**src/rtl/fetch_unit_if.sv**
```systemverilog
// Instruction fetch bus bundle: hazard/redirect control in, shared-RAM read port, IF/ID outputs.
// Latency: n/a (wires only).
// Backpressure: if_PAUSE freezes IF/ID; mem_busy/mem_ready stall the RAM read.
//
// Signals
//   if_PAUSE            hazard stall from the pipeline
//   jump_en, jump_addr  redirect request and target from EXE
//   mem_busy            MEM stage owns the shared RAM this cycle
//   mem_ready/mem_rdata instruction read data valid / data
//   mem_req/mem_addr    instruction read request / address
//   id_inst/id_PC       registered instruction and fetch address + 1 to ID
//   id_valid            id_inst is a real fetched instruction
//   fetch_err           sticky memory-timeout flag
interface fetch_unit_if;
    logic        if_PAUSE;
    logic        jump_en;
    logic [15:0] jump_addr;
    logic        mem_busy;
    logic        mem_ready;
    logic [15:0] mem_rdata;
    logic        mem_req;
    logic [15:0] mem_addr;
    logic [15:0] id_inst;
    logic [15:0] id_PC;
    logic        id_valid;
    logic        fetch_err;

    // Fetch unit side
    modport master (
        input  if_PAUSE, jump_en, jump_addr, mem_busy, mem_ready, mem_rdata,
        output mem_req, mem_addr, id_inst, id_PC, id_valid, fetch_err
    );

    // Pipeline / memory side
    modport slave (
        output if_PAUSE, jump_en, jump_addr, mem_busy, mem_ready, mem_rdata,
        input  mem_req, mem_addr, id_inst, id_PC, id_valid, fetch_err
    );
endinterface

```
**src/rtl/fetch_unit.sv**
```systemverilog
// Instruction fetch stage: reads the shared RAM at pc and registers the word into IF/ID.
// Latency: 1 cycle from a completed read (mem_req & mem_ready) to id_inst/id_PC/id_valid.
// Backpressure: if_PAUSE freezes IF/ID; a read completing under pause is parked in a one-entry hold buffer.
//
// Ports
//   clk_50MHz  clock, rising edge
//   rst        asynchronous active-low reset
//   bus        fetch_unit_if.master (control in, RAM read port, IF/ID outputs, fetch_err)
module fetch_unit #(
    parameter logic [15:0] PC_RESET   = 16'h0000,
    parameter logic [15:0] NOP_INST   = 16'h0800,
    parameter logic [3:0]  WAIT_LIMIT = 4'd15
) (
    input  logic          clk_50MHz,
    input  logic          rst,
    fetch_unit_if.master  bus
);

    typedef enum logic [1:0] {
        ST_BOOT  = 2'd0,
        ST_FETCH = 2'd1,
        ST_HOLD  = 2'd2
    } state_t;

    state_t      r_state;
    logic [15:0] r_pc;
    logic [15:0] r_id_inst;
    logic [15:0] r_id_pc;
    logic        r_id_valid;
    logic [3:0]  r_wait_cnt;
    logic        r_fetch_err;
    logic [15:0] r_hold_inst;
    logic [15:0] r_hold_pc;

    logic        w_mem_req;
    logic        w_fetch_done;
    logic [15:0] w_pc_inc;

    // A redirect kills the request in the same cycle so the RAM is never read
    // for an address that is about to be abandoned.
    assign w_mem_req    = (r_state == ST_FETCH) && !bus.mem_busy && !bus.jump_en;
    assign w_fetch_done = w_mem_req && bus.mem_ready;
    assign w_pc_inc     = r_pc + 16'd1;

    assign bus.mem_req   = w_mem_req;
    assign bus.mem_addr  = r_pc;
    assign bus.id_inst   = r_id_inst;
    assign bus.id_PC     = r_id_pc;
    assign bus.id_valid  = r_id_valid;
    assign bus.fetch_err = r_fetch_err;

    always_ff @(posedge clk_50MHz or negedge rst) begin
        if (!rst) begin
            r_state     <= ST_BOOT;
            r_pc        <= PC_RESET;
            r_id_inst   <= NOP_INST;
            r_id_pc     <= 16'h0000;
            r_id_valid  <= 1'b0;
            r_wait_cnt  <= 4'd0;
            r_fetch_err <= 1'b0;
            r_hold_inst <= 16'h0000;
            r_hold_pc   <= 16'h0000;
        end else begin
            // Flag rises one edge after the counter sits at the limit and
            // never clears; the counter itself may be cleared on this edge.
            if (r_wait_cnt == WAIT_LIMIT) begin
                r_fetch_err <= 1'b1;
            end

            if (bus.jump_en && (r_state != ST_BOOT)) begin
                // Redirect wins over pause and any read data this cycle.
                r_pc        <= bus.jump_addr;
                r_id_inst   <= NOP_INST;
                r_id_valid  <= 1'b0;
                r_hold_inst <= 16'h0000;
                r_hold_pc   <= 16'h0000;
                r_wait_cnt  <= 4'd0;
                r_state     <= ST_FETCH;
            end else begin
                case (r_state)
                    ST_BOOT: begin
                        // One idle cycle after reset; an early redirect still lands.
                        if (bus.jump_en) begin
                            r_pc <= bus.jump_addr;
                        end
                        r_state <= ST_FETCH;
                    end

                    ST_FETCH: begin
                        if (w_fetch_done) begin
                            r_wait_cnt <= 4'd0;
                            r_pc       <= w_pc_inc;
                            if (bus.if_PAUSE) begin
                                // ID cannot take it yet: park the word so it is
                                // neither lost nor fetched twice.
                                r_hold_inst <= bus.mem_rdata;
                                r_hold_pc   <= w_pc_inc;
                                r_state     <= ST_HOLD;
                            end else begin
                                r_id_inst  <= bus.mem_rdata;
                                r_id_pc    <= w_pc_inc;
                                r_id_valid <= 1'b1;
                            end
                        end else begin
                            if (bus.mem_busy) begin
                                r_wait_cnt <= 4'd0;
                            end else if (r_wait_cnt != WAIT_LIMIT) begin
                                r_wait_cnt <= r_wait_cnt + 4'd1;
                            end
                            // Bubble into ID; id_PC keeps the last real value.
                            if (!bus.if_PAUSE) begin
                                r_id_inst  <= NOP_INST;
                                r_id_valid <= 1'b0;
                            end
                        end
                    end

                    ST_HOLD: begin
                        // No new request until the parked word has drained.
                        if (!bus.if_PAUSE) begin
                            r_id_inst  <= r_hold_inst;
                            r_id_pc    <= r_hold_pc;
                            r_id_valid <= 1'b1;
                            r_state    <= ST_FETCH;
                        end
                    end

                    default: begin
                        r_state <= ST_BOOT;
                    end
                endcase
            end
        end
    end

endmodule

```
**src/flat_wrapper.sv**
```systemverilog
// flat-port wrapper written by rule: the top's interface ports become plain ports
module fetch_unit_flat 
#(
    parameter logic [15:0] PC_RESET   = 16'h0000,
    parameter logic [15:0] NOP_INST   = 16'h0800,
    parameter logic [3:0]  WAIT_LIMIT = 4'd15
)
  (clk_50MHz, rst, bus_if_PAUSE, bus_jump_en, bus_jump_addr, bus_mem_busy, bus_mem_ready, bus_mem_rdata, bus_mem_req, bus_mem_addr, bus_id_inst, bus_id_PC, bus_id_valid, bus_fetch_err);
  fetch_unit_if bus_i ();
  input  logic clk_50MHz;
  input  logic rst;
  input wire logic [$bits(bus_i.if_PAUSE)-1:0] bus_if_PAUSE;
  input wire logic [$bits(bus_i.jump_en)-1:0] bus_jump_en;
  input wire logic [$bits(bus_i.jump_addr)-1:0] bus_jump_addr;
  input wire logic [$bits(bus_i.mem_busy)-1:0] bus_mem_busy;
  input wire logic [$bits(bus_i.mem_ready)-1:0] bus_mem_ready;
  input wire logic [$bits(bus_i.mem_rdata)-1:0] bus_mem_rdata;
  output wire logic [$bits(bus_i.mem_req)-1:0] bus_mem_req;
  output wire logic [$bits(bus_i.mem_addr)-1:0] bus_mem_addr;
  output wire logic [$bits(bus_i.id_inst)-1:0] bus_id_inst;
  output wire logic [$bits(bus_i.id_PC)-1:0] bus_id_PC;
  output wire logic [$bits(bus_i.id_valid)-1:0] bus_id_valid;
  output wire logic [$bits(bus_i.fetch_err)-1:0] bus_fetch_err;
  assign bus_i.if_PAUSE = bus_if_PAUSE;
  assign bus_i.jump_en = bus_jump_en;
  assign bus_i.jump_addr = bus_jump_addr;
  assign bus_i.mem_busy = bus_mem_busy;
  assign bus_i.mem_ready = bus_mem_ready;
  assign bus_i.mem_rdata = bus_mem_rdata;
  assign bus_mem_req = bus_i.mem_req;
  assign bus_mem_addr = bus_i.mem_addr;
  assign bus_id_inst = bus_i.id_inst;
  assign bus_id_PC = bus_i.id_PC;
  assign bus_id_valid = bus_i.id_valid;
  assign bus_fetch_err = bus_i.fetch_err;
  fetch_unit #(.PC_RESET(PC_RESET), .NOP_INST(NOP_INST), .WAIT_LIMIT(WAIT_LIMIT)) u_core (.clk_50MHz(clk_50MHz), .rst(rst), .bus(bus_i));
endmodule
```
**config.mk**
```make
export PLATFORM = sky130hd
export DESIGN_NAME = fetch_unit_flat
export DESIGN_NICKNAME = d
export VERILOG_FILES = /design/src/rtl/fetch_unit_if.sv /design/src/rtl/fetch_unit.sv /design/src/flat_wrapper.sv
export SDC_FILE = /design/constraint.sdc
export NUM_CORES = 1
export LEC_CHECK = 0
export BUFFER_PORTS_ARGS = -buffer_cell sky130_fd_sc_hd__buf_2
export CORE_ASPECT_RATIO = 0.9
export CORE_UTILIZATION = 55
export CTS_BUF_LIST = sky130_fd_sc_hd__clkbuf_16
export CTS_CLUSTER_DIAMETER = 120
export CTS_CLUSTER_SIZE = 28
export DETAILED_ROUTE_END_ITERATION = 6
export PLACE_DENSITY = 0.85
export SKIP_LAST_GASP = 1
export SLEW_MARGIN = 20
export SYNTH_ARGS = -nofsm -noshare
export SYNTH_HDL_FRONTEND = slang
export SYNTH_SLANG_ARGS = --single-unit
```
**constraint.sdc**
```tcl
create_clock -name clk_50MHz -period 1.9 [get_ports clk_50MHz]
set_clock_uncertainty 0.2 [all_clocks]
set_input_delay 0 -clock clk_50MHz [delete_from_list [all_inputs] [get_ports clk_50MHz]]
set_output_delay 0 -clock clk_50MHz [all_outputs]
set_load 0.005 [all_outputs]
```
After elaboration in Yosys (flattened, before gate mapping)

Index checks and enable logic that the tools add are counted.

Reduce and logical (&&, ||, !) cells: 22
Multiplexer cells: 37
Add/subtract/negate cells: 2
Multiply operators: 0
Order comparisons: 0
Div/mod/pow operators: 0
Shift operators: 0
Eq/ne operators: 13
Bitwise logic cells: 1

Operators by type and width:

| operator              | count |
|---|---|
| $mux 16               | 19 |
| $pmux 16 s2           | 3 |
| $mux 4                | 5 |
| $add 16x1->16 const B | 1 |
| $reduce_and 3->1      | 4 |
| $reduce_bool 2->1     | 5 |
| $ne 3x2->1 const B    | 3 |
| $mux 2                | 4 |
| $ne 3x3->1 const B    | 2 |
| $pmux 2 s3            | 1 |
| $reduce_bool 3->1     | 2 |
| $reduce_and 5->1      | 1 |
| $add 4x1->4 const B   | 1 |
| $eq 4x4->1 const B    | 1 |
| $logic_and 1x1->1     | 4 |
| $mux 1                | 4 |
| $ne 2x2->1 const B    | 2 |
| $ne 4x3->1 const B    | 1 |
| $ne 4x4->1 const B    | 1 |
| $reduce_and 2->1      | 2 |
| $reduce_bool 4->1     | 1 |
| $eq 2x1->1 const B    | 1 |
| $eq 2x2->1 const B    | 1 |
| $logic_not 1->1       | 2 |
| 4 further kinds       | 4 |

Output and inout port bits: 51
Memories kept: 0
Bits in read-only memories: 0
Memory bits (writable): 0
Input bits: 38
Latch bits: 0
Bits in registers: 88

Depth between registers and ports, before layout

Depth in word-level cells: 7
Mapped depth: 7

Worst setup path before layout

No wires, ideal clock.

Kind: register to register
Start point: reg u_core.r_pc[0], in the netlist u_core.bus.mem_addr[0]
End point: reg u_core.r_id_pc[10], in the netlist u_core.bus.id_PC[10]
Stages on the path, launching flop included: 6
Slack: 0.114 ns
Period minus slack after synthesis: 1.786 ns
Setup time: 0.124 ns
Arrival: 1.461 ns
Data required time: 1.576 ns
Cells stage by stage: dfrtp_1 > ha_1 > nand4_2 > o31a_1 > nor3_1 > o21ai_1

Word-level cells in the longest chain between the ends: 4

RTL lines:

| element                | RTL line          | text |
|---|---|---|
| from (decl)            | fetch_unit.sv:26  | `logic [15:0] r_pc;` |
| from (signal assigned) | fetch_unit.sv:72  | `r_pc <= bus.jump_addr;` |
| from (signal assigned) | fetch_unit.sv:84  | `r_pc <= bus.jump_addr;` |
| from (signal assigned) | fetch_unit.sv:92  | `r_pc <= w_pc_inc;` |
| $add 16x1->16          | fetch_unit.sv:43  | `assign w_pc_inc = r_pc + 16'd1;` |
| $mux 16                | fetch_unit.sv:93  | `if (bus.if_PAUSE) begin` |
| $mux 16                | fetch_unit.sv:90  | `if (w_fetch_done) begin` |
| $pmux 16 s2            | fetch_unit.sv:80  | `case (r_state)` |
| to (signal assigned)   | fetch_unit.sv:101 | `r_id_pc <= w_pc_inc;` |
| to (signal assigned)   | fetch_unit.sv:122 | `r_id_pc <= r_hold_pc;` |
| to (decl)              | fetch_unit.sv:28  | `logic [15:0] r_id_pc;` |

Every way passes these cells. The select of a mux whose other input is x is not followed.
A chain may end at the register's enable or synchronous reset.

Final worst setup path

Start point: reg u_core.r_pc[4], in the netlist u_core.bus.mem_addr[4]
End point: reg u_core.r_hold_pc[15]

Word-level cells in the longest chain between the ends: 5

RTL lines:

| element              | RTL line         | text |
|---|---|---|
| $add 16x1->16        | fetch_unit.sv:43 |  |
| $mux 16              | fetch_unit.sv:93 |  |
| $mux 16              | fetch_unit.sv:90 |  |
| $mux 16              | fetch_unit.sv:80 |  |
| $mux 16              | fetch_unit.sv:70 | `if (bus.jump_en && (r_state != ST_BOOT)) begin` |
| to (signal assigned) | fetch_unit.sv:97 | `r_hold_pc <= w_pc_inc;` |
| to (decl)            | fetch_unit.sv:33 | `logic [15:0] r_hold_pc;` |

Every way passes these cells. The select of a mux whose other input is x is not followed.

==> flow_summary_export.csv <==
group,metric,value,unit
final_layout,final_cell_mix,"buf_2, dfrtp_1, nand2_1",
setup_path,rr_startpoint,"u_core.bus.mem_addr[4]",
synthesis,syn_inst,415,
final_layout,drive_above_1_share,30.1,%
final_layout,final_cell_area,5700,um^2
final_layout,synthToLayoutAreaGrowth,34.1,%
placement,io_buffers,88,
setup_path,critical_path_class,"reg -> reg",
final_layout,fin_nets,593,
worst_hold_path,holdPathEnd,"u_core.bus.id_valid",
timing,holdWs,47.7,ps
die,die_area,8090,um^2
clock_network,cts_root_buf,"clkbuf_16",
timing,finalSetupTns,0,ps
final_layout,fin_util,76.0,%
timing,rsz0062_at_grt,"true",
synthesis,yosysSeqAreaShare,51.8,%
global_route,grt_busiest_layer,"met2",
timing,fin_crit,1860,ps
clock_network,cts_tree,"built",
timing,period_share,98.1,%
detailed_routing,via_count,4017,
global_route,grt_pass1_wl,19300,um
placement,gp_congestion,0.866,
setup_path,endpoint_kind,"flop",
die,core,7510,um^2
run_status,status,"finished clean",
detailed_routing,drt-total-wl,12200,um
worst_hold_path,hold_path.startpoint,"bus_mem_ready",
global_route,grt-ovfl-total,0,
die,ioPinCount,89,
timing,setup_viol,0,
global_route,grt_usage,31.5,%
synthesis,synthDistinctLibCells,54,
clock_network,clock-sinks,88,
synthesis,ys_ff_latch,88,
setup_path,rrSetupSlack,40,ps
pwr,p_total,4.91,mW
job,maxCapViolations,0,
global_route,grtUsageMet3,7.08,%
timing,fmax,0.536,GHz
clock_network,cts_buffer_depth,2,
clock_network,cts_made_buffers,9,
die,fp.dieW,94.7,um
timing,slew_viol_final,0,
setup_path,required,1920,ps
detailed_routing,first_iter_violations,317,
die,die_h,85.4,um
final_layout,nFillCells,464,
synthesis,syn_area,4250,um^2
setup_path,critPathMaxFanout,9,
setup_path,rr_endpoint,"u_core.r_hold_pc[15]",
synthesis,synth_warnings,0,
detailed_routing,dr.pass1.iters,5,
setup_path,rr_worst_depth,4,
final_layout,layout_commonest_cell,"buf_2",
setup_path,startpoint_type,"flop",
timing,tightest_slew,527,ps
die,fp-row-count,30,
worst_hold_path,hold_class,"in -> reg",
detailed_routing,avgRoutedWirePerCell,18.7,um
global_route,use_met2,51.0,%
synthesis,synth-async-reset-ratio,100,%
global_route,grt_pass1_vias,3931,
global_route,antenna_found_initial,0,
global_route,met1_usage,41.7,%
pwr,p_leak,2.64,nW
timing,timing_hold_violations_final,0,
placement,dpl_cell_area,4920,um^2
detailed_routing,vias_per_cell,6.14,
synthesis,synth-edff-count,0,
clock_network,clk_latency,350,ps
synthesis,postSynth.topFlopCell,"dfrtp_1",
synthesis,syn_area_per_cell,10.2,um^2
clock_network,htree_num_levels,3,
final_layout,num_antenna_cells,0,
placement,hpwl,7460,um
worst_hold_path,holdPathStages,4,
pwr,p_per_area,861,nW/um^2
detailed_routing,post-route-drc-count,0,
setup_path,worstPathArrival,1890,ps
die,initial_core_util,56.7,%
timing,max-slew-margin-rel,64.8,%
detailed_routing,ant_nets,0,
global_route,grt_max_degree,55,
pwr,ir_worst_vdd,0.000865,V
synthesis,synth_nets,455,
clock_network,cts.clk_slew.worst_paths,70,ps
layout make-up:
cell class | instances | area (um^2) | area share [%]
Timing Repair Buffer | 154 | 1080 | 18.9
Multi-Input combinational cell | 292 | 1970 | 34.5
Clock inverter | 7 | 76.3 | 1.34
Inverter | 8 | 30.0 | 0.527
Tap cell | 96 | 120 | 2.11
Clock buffer | 9 | 225 | 3.95
Sequential cell | 88 | 2210 | 38.7
through the flow:
stage,std cells,setup slack (ps)
2_1_floorplan,415,114
3_3_place_gp,599,58.4
3_5_place_dp,599,5.10
4_1_cts,652,11.8
5_1_grt,654,-28.5
6_report,654,35.4
cell usage after synthesis, types with 2 or more instances:
cell | n | share of area, %
nand2_1 | 57 | 5.0
a22oi_2 | 3 | 0.88
a211oi_1 | 4 | 0.71
nor2b_1 | 4 | 0.59
o31ai_1 | 2 | 0.35
nor2_1 | 14 | 1.2
nand4_2 | 2 | 0.59
a22oi_1 | 5 | 0.88
dfrtp_1 | 87 | 51
nor3_1 | 12 | 1.4
xnor2_1 | 10 | 2.1
mux2i_1 | 19 | 4.5
nand3_1 | 7 | 0.82
nor4_2 | 5 | 1.5
o21ai_1 | 40 | 4.7
xor2_1 | 3 | 0.62
ha_1 | 2 | 0.59
and3_1 | 9 | 1.3
a21o_1 | 6 | 1.1
o21a_1 | 4 | 0.71
clkbuf_1 | 2 | 0.18
nand4_1 | 3 | 0.44
o21ai_0 | 19 | 2.2
buf_2 | 19 | 2.2
a21oi_1 | 13 | 1.5
a22o_1 | 17 | 3.5
buf_4 | 6 | 1.1
a31oi_1 | 3 | 0.44
o22ai_1 | 5 | 0.74
nand2b_1 | 2 | 0.29
inv_1 | 8 | 0.71
layer usage:
metal,vias up,part of all wire [%]
met5,-,0
met4,0,2.2
met3,34,7.6
met2,225,48
met1,1987,42
li1,1771,-
how the worst max path moves through the flow:
stage	startpoint	end	slack, ps	cells past startpoint
2_1_floorplan	u_core.bus.mem_addr[0]	u_core.bus.id_PC[10]	110	5
3_3_place_gp	u_core.r_state[0]	u_core.bus.mem_addr[3]	60	4
3_5_place_dp	u_core.r_state[0]	u_core.bus.mem_addr[3]	5	4
4_1_cts	u_core.r_state[0]	u_core.bus.id_inst[12]	10	5
5_1_grt	u_core.bus.mem_addr[0]	u_core.bus.mem_addr[10]	-30	6
6_report	u_core.bus.mem_addr[4]	u_core.r_hold_pc[15]	40	4
critical path, stage by stage (launching register included):
cell	delay, ps
dfrtp_1	550
nand3_4	230
nor4_4	420
xnor2_1	240
o21ai_1	100
what timing repair did:
item	4_1_cts	5_1_grt
buffers inserted	0	2
endpoints found under the hold margin	145	0
pin swaps	0	2
resized for setup	3	17
hold buffers	37	0
setup endpoints to repair	17	43
state kept, by name, indices dropped and copies added (netlist names):
register and flops:
u_core.bus.id_PC 16, u_core.bus.id_inst 16, u_core.bus.mem_addr 16, u_core.r_hold_inst 16, u_core.r_hold_pc 16, u_core.r_wait_cnt 4, u_core.r_state 2, u_core.bus.fetch_err 1
u_core.bus.id_valid 1
report_power, final:
part | total [mW] | switching, mW | internal [mW]
clock network | 1.77 | 0.840 | 0.933
logic | 0.910 | 0.486 | 0.424
registers | 2.23 | 0.179 | 2.05
logic make-up (layout without fill, tap and decap cells):
logic type,after synthesis,in the layout,synth area share [%]
buf+inv,35,178,4.18
xor+xnor,13,13,2.68
mux,19,19,4.47
fa+ha+maj,2,2,0.588
simple gates,128,128,16.5
flops,88,88,51.8
compound gates,130,130,19.8
(Power assumes the default switching activity.)
